==> src/rtl/openhmc_mon_pkg.sv <==
// rtl/openhmc_mon_pkg.sv - shared error type codes and bit-index helper for the openHMC AXIS monitor
package openhmc_mon_pkg;

    // Error type codes as reported in first_err_type
    typedef enum logic [2:0] {
        ERR_VALID_DROP    = 3'd0,
        ERR_DATA_CHANGE   = 3'd1,
        ERR_USER_CHANGE   = 3'd2,
        ERR_STALL_TIMEOUT = 3'd3,
        ERR_RF_RW         = 3'd4
    } err_type_e;

    // Per-channel error types; RF_RW lives in the single MSB above all channel fields
    localparam int ERR_TYPES = 4;

    // Position of channel ch, type t inside err_sticky / err_mask
    function automatic int err_bit_index(input int ch, input int t);
        return ch * ERR_TYPES + t;
    endfunction

endpackage

==> src/rtl/openhmc_axis_ch_checker.sv <==
// rtl/openhmc_axis_ch_checker.sv - per-channel AXI-Stream hold-until-ready and stall-timeout checker
module openhmc_axis_ch_checker
    import openhmc_mon_pkg::*;
#(
    parameter int DWIDTH        = 512,
    parameter int UWIDTH        = 32,
    parameter int STALL_TIMEOUT = 1024
) (
    input  logic                 clk_hmc,
    input  logic                 res_n_hmc,
    input  logic                 tvalid,
    input  logic                 tready,
    input  logic [DWIDTH-1:0]    tdata,
    input  logic [UWIDTH-1:0]    tuser,
    input  logic                 enable,
    output logic [ERR_TYPES-1:0] err
);

    // Counter must be able to hold STALL_TIMEOUT itself, where it saturates
    localparam int CW = $clog2(STALL_TIMEOUT + 1);

    logic              stall_now;
    logic              stall_q;
    logic [DWIDTH-1:0] data_q;
    logic [UWIDTH-1:0] user_q;
    logic [CW-1:0]     cnt_q;
    logic [CW-1:0]     cnt_next;
    logic              timeout_hit;

    // A stall cycle only counts while this channel is being monitored
    assign stall_now = tvalid & ~tready & enable;

    // Timeout fires exactly once: when the run including this cycle first reaches the limit
    assign timeout_hit = stall_now & (cnt_q == CW'(STALL_TIMEOUT - 1));

    // Consecutive-stall counter: saturates, and any non-stall cycle restarts the run
    always_comb begin
        cnt_next = '0;
        if (stall_now) begin
            if (cnt_q == CW'(STALL_TIMEOUT)) begin
                cnt_next = cnt_q;
            end else begin
                cnt_next = cnt_q + 1'b1;
            end
        end
    end

    // Stall flag, stall counter and the beat snapshot that must be held next cycle
    always_ff @(posedge clk_hmc or negedge res_n_hmc) begin
        if (!res_n_hmc) begin
            stall_q <= 1'b0;
            cnt_q   <= '0;
            data_q  <= '0;
            user_q  <= '0;
        end else begin
            stall_q <= stall_now;
            cnt_q   <= cnt_next;
            if (stall_now) begin
                data_q <= tdata;
                user_q <= tuser;
            end
        end
    end

    // Hold-until-ready checks against the beat stalled in the previous cycle
    always_comb begin
        err = '0;
        if (enable && stall_q) begin
            if (!tvalid) begin
                err[int'(ERR_VALID_DROP)] = 1'b1;
            end else begin
                err[int'(ERR_DATA_CHANGE)] = (tdata != data_q);
                err[int'(ERR_USER_CHANGE)] = (tuser != user_q);
            end
        end
        err[int'(ERR_STALL_TIMEOUT)] = timeout_hit;
    end

endmodule

==> src/rtl/openhmc_axis_protocol_monitor.sv <==
// rtl/openhmc_axis_protocol_monitor.sv - multi-channel AXI-Stream protocol monitor with sticky flags, counters, capture and irq
module openhmc_axis_protocol_monitor
    import openhmc_mon_pkg::*;
#(
    parameter int NUM_CH        = 2,
    parameter int DWIDTH        = 512,
    parameter int UWIDTH        = 32,
    parameter int STALL_TIMEOUT = 1024,
    parameter int CNT_WIDTH     = 16,
    parameter int TS_WIDTH      = 32
) (
    input  logic                            clk_hmc,
    input  logic                            res_n_hmc,
    input  logic [NUM_CH-1:0]               axis_tvalid,
    input  logic [NUM_CH-1:0]               axis_tready,
    input  logic [NUM_CH*DWIDTH-1:0]        axis_tdata,
    input  logic [NUM_CH*UWIDTH-1:0]        axis_tuser,
    input  logic                            rf_read_en,
    input  logic                            rf_write_en,
    input  logic [NUM_CH-1:0]               mon_enable,
    input  logic                            err_clear,
    input  logic [NUM_CH*ERR_TYPES:0]       err_mask,
    output logic [NUM_CH*ERR_TYPES:0]       err_sticky,
    output logic [NUM_CH*CNT_WIDTH-1:0]     err_count,
    output logic                            first_err_valid,
    output logic [3:0]                      first_err_ch,
    output logic [2:0]                      first_err_type,
    output logic [TS_WIDTH-1:0]             first_err_time,
    output logic                            irq
);

    localparam int NBITS = NUM_CH * ERR_TYPES + 1;

    logic [ERR_TYPES-1:0] ch_err [NUM_CH];
    logic [NUM_CH-1:0]    ch_any;
    logic                 rf_err;
    logic [NBITS-1:0]     new_err;
    logic                 cap_hit;
    logic [3:0]           cap_ch;
    logic [2:0]           cap_type;
    logic [TS_WIDTH-1:0]  ts_q;

    assign rf_err = rf_read_en & rf_write_en;

    genvar c;
    generate
        for (c = 0; c < NUM_CH; c++) begin : g_ch
            logic [CNT_WIDTH-1:0] cnt_q;

            openhmc_axis_ch_checker #(
                .DWIDTH        (DWIDTH),
                .UWIDTH        (UWIDTH),
                .STALL_TIMEOUT (STALL_TIMEOUT)
            ) u_checker (
                .clk_hmc   (clk_hmc),
                .res_n_hmc (res_n_hmc),
                .tvalid    (axis_tvalid[c]),
                .tready    (axis_tready[c]),
                .tdata     (axis_tdata[c*DWIDTH +: DWIDTH]),
                .tuser     (axis_tuser[c*UWIDTH +: UWIDTH]),
                .enable    (mon_enable[c]),
                .err       (ch_err[c])
            );

            assign ch_any[c] = |ch_err[c];

            // One count per violation cycle; a clear colliding with a new error restarts at 1
            always_ff @(posedge clk_hmc or negedge res_n_hmc) begin
                if (!res_n_hmc) begin
                    cnt_q <= '0;
                end else if (err_clear) begin
                    cnt_q <= ch_any[c] ? CNT_WIDTH'(1) : '0;
                end else if (ch_any[c] && (cnt_q != '1)) begin
                    cnt_q <= cnt_q + 1'b1;
                end
            end

            assign err_count[c*CNT_WIDTH +: CNT_WIDTH] = cnt_q;
        end
    endgenerate

    // Flatten per-channel error vectors into the sticky-flag layout
    always_comb begin
        new_err = '0;
        for (int ch = 0; ch < NUM_CH; ch++) begin
            for (int t = 0; t < ERR_TYPES; t++) begin
                new_err[err_bit_index(ch, t)] = ch_err[ch][t];
            end
        end
        new_err[NBITS-1] = rf_err;
    end

    // Priority pick: lowest channel, then lowest type; RF_RW only when no channel error
    always_comb begin
        cap_hit  = 1'b0;
        cap_ch   = '0;
        cap_type = '0;
        for (int ch = NUM_CH - 1; ch >= 0; ch--) begin
            for (int t = ERR_TYPES - 1; t >= 0; t--) begin
                if (ch_err[ch][t]) begin
                    cap_hit  = 1'b1;
                    cap_ch   = 4'(ch);
                    cap_type = 3'(t);
                end
            end
        end
        if (!cap_hit && rf_err) begin
            cap_hit  = 1'b1;
            cap_ch   = '0;
            cap_type = ERR_RF_RW;
        end
    end

    // Free-running timestamp used to stamp the first error
    always_ff @(posedge clk_hmc or negedge res_n_hmc) begin
        if (!res_n_hmc) begin
            ts_q <= '0;
        end else begin
            ts_q <= ts_q + 1'b1;
        end
    end

    // Sticky flags; on a clear only the errors of the clearing cycle survive
    always_ff @(posedge clk_hmc or negedge res_n_hmc) begin
        if (!res_n_hmc) begin
            err_sticky <= '0;
        end else if (err_clear) begin
            err_sticky <= new_err;
        end else begin
            err_sticky <= err_sticky | new_err;
        end
    end

    // First-error capture, reloaded by a new error that collides with a clear
    always_ff @(posedge clk_hmc or negedge res_n_hmc) begin
        if (!res_n_hmc) begin
            first_err_valid <= 1'b0;
            first_err_ch    <= '0;
            first_err_type  <= '0;
            first_err_time  <= '0;
        end else if ((err_clear || !first_err_valid) && cap_hit) begin
            first_err_valid <= 1'b1;
            first_err_ch    <= cap_ch;
            first_err_type  <= cap_type;
            first_err_time  <= ts_q;
        end else if (err_clear) begin
            first_err_valid <= 1'b0;
            first_err_ch    <= '0;
            first_err_type  <= '0;
            first_err_time  <= '0;
        end
    end

    assign irq = |(err_sticky & err_mask);

endmodule

==> config.mk <==
export PLATFORM = sky130hd
export DESIGN_NAME = openhmc_axis_protocol_monitor
export DESIGN_NICKNAME = d
export VERILOG_FILES = /design/src/rtl/openhmc_mon_pkg.sv /design/src/rtl/openhmc_axis_ch_checker.sv /design/src/rtl/openhmc_axis_protocol_monitor.sv
export SDC_FILE = /design/constraint.sdc
export NUM_CORES = 2
export LEC_CHECK = 0
export ABC_AREA = 1
export ABC_CLOCK_PERIOD_IN_PS = 3000
export CAP_MARGIN = 20
export CORE_AREA = 4 4 462 464
export DETAILED_ROUTE_END_ITERATION = 8
export DIE_AREA = 0 0 466 468
export PLACE_DENSITY = 0.61
export SYNTH_ARGS = -nofsm -noshare
export SYNTH_HDL_FRONTEND = slang
export SYNTH_SLANG_ARGS = --single-unit
==> constraint.sdc <==
create_clock -name clk_hmc -period 3 [get_ports clk_hmc]
set_clock_uncertainty 0.1 [all_clocks]
set_input_delay 0.6 -clock clk_hmc [delete_from_list [all_inputs] [get_ports clk_hmc]]
set_output_delay 0.6 -clock clk_hmc [all_outputs]
set_load 0.01 [all_outputs]
# Yosys cells after proc, flatten, opt, wreduce, memory -nomap -nowiden
# Index checks and enable logic that the tools add are counted.
# classes
addsub,5
eq_ne,12
muxes,52
n_bitwise,11
n_reduce_logical,15
# ops
cell,n
512-bit != test,2
16-bit two-way mux,4
32-bit two-way mux,2
32-bit != test,2
11-bit two-way mux,4
4-bit two-way mux,10
3-bit two-way mux,12
16-bit by 1-bit adder with 16-bit output (second input constant),2
32-bit by 1-bit adder with 32-bit output (second input constant),1
16-bit != test (second input constant),2
11-bit by 1-bit adder with 11-bit output (second input constant),2
11-bit by 10-bit equality test with 1-bit output (second input constant),2
11-bit equality test (second input constant),2
1-bit two-way mux,16
9-bit AND,1
9-bit two-way mux,1
9-bit OR,1
9-bit OR reduction,1
4-bit OR reduction,2
1-bit AND,7
1-bit logical AND,6
2-bit two-way mux,3
2-bit nonzero test,3
2-bit != test (second input constant),2
other kinds (3),5
# word_totals
register_bits,1225
input_bits,1108
elab_cells,111

# Logic depth before layout (Yosys ltp)
# logic_depth
ltp_word,17
mapped_depth,20

# By module
# From an unflattened synthesis, not the netlist that was laid out.
# hier_totals
cells_unflattened,8899
area_unflattened_um2,64316.7
# modules_own_cells
module,instances,cells_each,area_per_inst_um2,seq_area_each_um2
openhmc_axis_ch_checker,2,4088,29349.4,13913.3
openhmc_axis_protocol_monitor,1,723,5617.9,2752.6

# Worst setup path after synthesis
# Ideal clock, no wire load.
# synth_timing
path_kind,input port to flip-flop
start,input port axis_tdata[673]
end,register first_err_valid
setup_time_ns,0.130
arrival_ns,2.047
required_ns,2.770
setup_slack_ns,0.723
path_stages,17
n_path_buf,1
path_cell_list,xnor2_1 > nand2_1 > nor2_1 > nand2_1 > nor2_1 > nand2_1 > nor2_1 > nand2_1 > nor2_1 > nand2_1 > nand2_2 > nand3_4 > nor2_4 > nand2_4 > nand2_8 > buf_12 > nand2_1
# synth_between
elab_chain_len,14
elab_cells_between_ends,15
classes_between,eq/ne (1); mux (10); reduce/logical (4)
# synth_rtl
element,line,source
"start, declared",openhmc_axis_protocol_monitor.sv:16,"input logic [NUM_CH*DWIDTH-1:0] axis_tdata,"
512-bit != test *,openhmc_axis_ch_checker.sv:72,err[int'(ERR_DATA_CHANGE)] = (tdata != data_q);
2-bit two-way mux *,openhmc_axis_ch_checker.sv:69,if (!tvalid) begin
3-bit two-way mux *,openhmc_axis_ch_checker.sv:68,if (enable && stall_q) begin
1-bit two-way mux * (6 in series),openhmc_axis_protocol_monitor.sv:100,if (ch_err[ch][t]) begin
1-bit logical NOT,openhmc_axis_protocol_monitor.sv:107,if (!cap_hit && rf_err) begin
1-bit logical AND,openhmc_axis_protocol_monitor.sv:107,
1-bit two-way mux *,openhmc_axis_protocol_monitor.sv:107,
1-bit logical AND *,openhmc_axis_protocol_monitor.sv:141,end else if ((err_clear || !first_err_valid) && cap_hit) begin
1-bit two-way mux / 2-bit nonzero test (equally long branches),n/a,
"end signal, assigned",openhmc_axis_protocol_monitor.sv:137,first_err_valid <= 1'b0;
"end signal, assigned",openhmc_axis_protocol_monitor.sv:142,first_err_valid <= 1'b1;
"end signal, assigned",openhmc_axis_protocol_monitor.sv:147,first_err_valid <= 1'b0;
"end, declared",openhmc_axis_protocol_monitor.sv:25,"output logic first_err_valid,"
# Every way passes the cells marked *; elsewhere a longest branch is shown, timed or not.
# A chain may end at the register's enable or synchronous reset.

# Final worst setup path
# layout_timing
start,register g_ch[1].u_checker.data_q[134]
end,register first_err_time[23]
# layout_between
elab_chain_len,14
elab_cells_between_ends,15
classes_between,eq/ne (1); mux (10); reduce/logical (4)
# layout_rtl
element,line,source
"start, declared",openhmc_axis_ch_checker.sv:24,logic [DWIDTH-1:0] data_q;
"start signal, assigned",openhmc_axis_ch_checker.sv:59,data_q <= tdata;
512-bit != test *,openhmc_axis_ch_checker.sv:72,
2-bit two-way mux *,openhmc_axis_ch_checker.sv:69,
3-bit two-way mux *,openhmc_axis_ch_checker.sv:68,
1-bit two-way mux * (6 in series),openhmc_axis_protocol_monitor.sv:100,
1-bit logical NOT,openhmc_axis_protocol_monitor.sv:107,
1-bit logical AND,openhmc_axis_protocol_monitor.sv:107,
1-bit two-way mux *,openhmc_axis_protocol_monitor.sv:107,
1-bit logical AND *,openhmc_axis_protocol_monitor.sv:141,
32-bit two-way mux / 2-bit nonzero test (equally long branches),n/a,
"end signal, assigned",openhmc_axis_protocol_monitor.sv:145,first_err_time <= ts_q;
"end, declared",openhmc_axis_protocol_monitor.sv:28,"output logic [TS_WIDTH-1:0] first_err_time,"
# Marked as above.

==> impl_metrics.env <==
export IMPL_die_w_um=466
export IMPL_finalMaxSlewViolations=0
export IMPL_antenna_left=0
export IMPL_via_count=52600
export IMPL_seqCellArea_um2=30600
export IMPL_ys_flop_type="dfrtp_1"
export IMPL_grt_usage_pct=19.3
export IMPL_status="complete, no violations"
export IMPL_max_clock_path_buffers=3
export IMPL_required_ns=3.61
export IMPL_place_gp_congestion=0.900
export IMPL_netlist_area_um2=61200
export IMPL_cp_start_kind="flip-flop"
export IMPL_grt_pass1_wl_mm=321
export IMPL_grt_antenna_before_repair=164
export IMPL_design_area_um2=83200
export IMPL_yosysUniqueCellTypes=51
export IMPL_busiest_layer="met2"
export IMPL_netlist_top_cell_by_area="dfrtp_1"
export IMPL_switching_share_pct=28.7
export IMPL_cts_max_level=4
export IMPL_multiInputGateArea_um2=29200
export IMPL_pwr_share_seq_pct=42.7
export IMPL_drive_gt1_share_pct=6.30
export IMPL_drt_iter0_drc=3346
export IMPL_io_buffers=1186
export IMPL_syn_area_per_cell_um2=7.98
export IMPL_clock_insertion_delay_worst_skew_ns=0.81
export IMPL_start_util_pct=29.2
export IMPL_cts_sink_count=1222
export IMPL_cts_buffers=148
export IMPL_cts_tree="built"
export IMPL_first_pass_iters=5
export IMPL_finalWirelength_mm=217
export IMPL_gr_usage_met1_pct=22.8
export IMPL_post_route_util_pct=39.8
export IMPL_ioPinCount=1190
export IMPL_path_class="reg2reg"
export IMPL_yosysSeqAreaShare_pct=50.0
export IMPL_p_sw_uw=13800
export IMPL_post_drt_wl_per_cell_um=18.1
export IMPL_power_leakage_uw=0.0386
export IMPL_grt_overflow=0
export IMPL_finalSetupTns_ns=0
export IMPL_yosys_warnings=0
export IMPL_vias_per_cell=4.40
export IMPL_placedCellCount=11600
export IMPL_worst_pin_slew_ns=0.915
export IMPL_max_slew_margin_rel_pct=39.0
export IMPL_rr_worst_depth=19
export IMPL_rsz0062_at_grt="yes"
export IMPL_fin_crit_sh_pct=97.7
export IMPL_p_int_uw=34400
export IMPL_n_fill_cell=21000
export IMPL_coreArea_um2=209000
export IMPL_hold_path_cell_count=3
export IMPL_ys_async_sr_fraction_pct=100
export IMPL_cp_max_fo=5
export IMPL_final_setup_viol_count=0
export IMPL_ys_ff_latch=1222
export IMPL_synth_edf_count=0
export IMPL_num_rows=168
export IMPL_drc=0
export IMPL_ys_top_cells_by_area="dfrtp_1, nand2_1, xnor2_1, nor2_1, clkbuf_1"
export IMPL_syn_to_final_growth_pct=36.0
export IMPL_fp_dieArea_um2=218000
export IMPL_clkSlewWorstSetupHoldPaths_ns=0.06
export IMPL_grt_pass1_vias=52500
export IMPL_use_met3_pct=6.86
export IMPL_cts_root_buf="clkbuf_16"
export IMPL_pwr_share_clk_pct=37.5
export IMPL_yosys_area_top_type_share_pct=50.0
export IMPL_hold_viol=0
export IMPL_met2_usage_pct=31.6
export IMPL_cp_arrival_ns=3.54
export IMPL_hold_path_class="in2reg"
export IMPL_combPwrFrac_pct=19.8
export IMPL_maxCapViolations=0
export IMPL_synthCells=7668
export IMPL_worstSetupEndpointType="flip-flop"
export IMPL_fmax_mhz=341
export IMPL_nNetsFinal=10100
export IMPL_fin_cells=11900
export IMPL_dp_hpwl_mm=166
export IMPL_placed_area_um2=77500
export IMPL_p_per_area_nw_per_um2=579
export IMPL_p_total_uw=48200
export IMPL_period_needed_ns=2.93
export IMPL_worst_ir_drop_vdd_mv=0.565
export IMPL_die_h_um=468
export IMPL_grt_max_degree=148
-- metal layers --
layer  vias to the layer above  part of all wire (%)  wire [um]
met5                         -                  0.45        984
met2                      1526                    48     103000
met3                       457                   8.4      18300
met1                     24600                    40      86200
met4                       144                   3.8       8170
li1                      25900                     -          -
-- cells by family after synthesis --
group / share of synthesized area (%)
xor gates and xnor gates: 15.3
buffers and inverters: 2.95
AOI/OAI and AO/OA: 1.14
adders and majority gates: 0.143
DFF: 50.0
other: 0.00613
and+or+nand+nor: 30.4
-- per-stage QoR --
| step | setup WS, ns | hold WS [ns] |
|---|---|---|
| finish | 0.0690 | 0.278 |
| global route | -0.159 | 0.230 |
| CTS | -0.195 | 0.190 |
| detailed placement | -1.83 | 0.369 |
| global placement | -1.83 | 0.360 |
| floorplan | 0.723 | 0.204 |
-- synthesized netlist by cell type (5+ instances only) --
cell type,n
xnor2_1,1021
nand3_2,33
o31ai_1,10
a21oi_1,17
nor2_1,409
nand4_1,25
buf_4,6
nand2_1,4147
or2_2,8
inv_1,185
nor3b_1,5
nor3_1,31
clkbuf_1,249
xor2_1,50
dfrtp_1,1222
o21ai_0,92
buf_2,5
inv_2,5
ha_1,7
nand2_2,5
nand3_1,84
-- cells in the final DEF (no fill, tap or decap), drive strengths merged, types with 34 or more instances in the layout --
cell	instances
xnor2	1021
nand3	119
nor2	415
o21ai	93
xor2	50
nand2	4155
clkdlybuf4s50	1184
diode	81
nor3	34
inv	193
dfrtp	1222
buf	204
clkbuf	232
-- worst max-delay path, cell delays in order, from the launching register on --
cell,delay [ns]
dfrtp_1,0.39
xnor2_1,0.24
nand2_1,0.07
nor2_1,0.09
nand2_1,0.07
nor2_1,0.23
nand2_1,0.10
nor2_2,0.20
nand2_4,0.13
nor2_1,0.15
nand2_2,0.08
buf_8,0.15
nand2_4,0.07
nand3_4,0.08
nor2_4,0.15
nand2_4,0.12
nand2_8,0.13
buf_12,0.14
nand3_2,0.06
nand2_1,0.07
-- area by class of cell --
type / count / share of cell area, %
flip-flops and latches: 1222 / 36.8
multi-input cells: 5991 / 35.1
repair buffers: 1393 / 16.9
clock buffers: 228 / 5.32
well taps: 2805 / 4.22
inverters: 192 / 0.894
clock inverters: 35 / 0.573
diodes: 81 / 0.244
repair inverters: 1 / 0.00602
-- flip-flops by register name, indices dropped and copies added, names as in the netlist --
register,flops
g_ch.cnt_q,32
first_err_time,32
first_err_valid,1
first_err_ch,1
g_ch.u_checker.stall_q,2
err_sticky,9
first_err_type,3
g_ch.u_checker.cnt_q,22
g_ch.u_checker.data_q,1024
g_ch.u_checker.user_q,64
ts_q,32
-- path summary, 6_finish.rpt --
path	startpoint	endpoint	slack (ns)
max in group asynchronous	res_n_hmc	g_ch[0].u_checker.data_q[419]	1.44
worst max-delay path	g_ch[1].u_checker.data_q[134]	first_err_time[23]	0.07
min in group asynchronous	res_n_hmc	ts_q[30]	0.34
worst max register to register	g_ch[1].u_checker.data_q[134]	first_err_time[23]	0.07
worst min-delay path	axis_tdata[967]	g_ch[1].u_checker.data_q[455]	0.28
worst min register to register	ts_q[31]	ts_q[31]	0.37
-- power by group through the flow --
stage	Combinational, uW	Sequential, uW	Clock, uW
global placement	9330	20700	0
finish	9550	20600	18100
detailed placement	9560	20800	0
floorplan	5480	20500	0
CTS	9620	20500	18600
global route	10700	20800	19300
-- timing repair --
item,in CTS,in global routing
gates cloned,1,4
hold endpoints to repair,170,0
hold buffers,1,0
setup buffers,2,7
pin swaps,8,25
gates resized for setup,38,71
endpoints found under the setup margin,71,70
No activity file was read; power rests on OpenSTA's default activity.
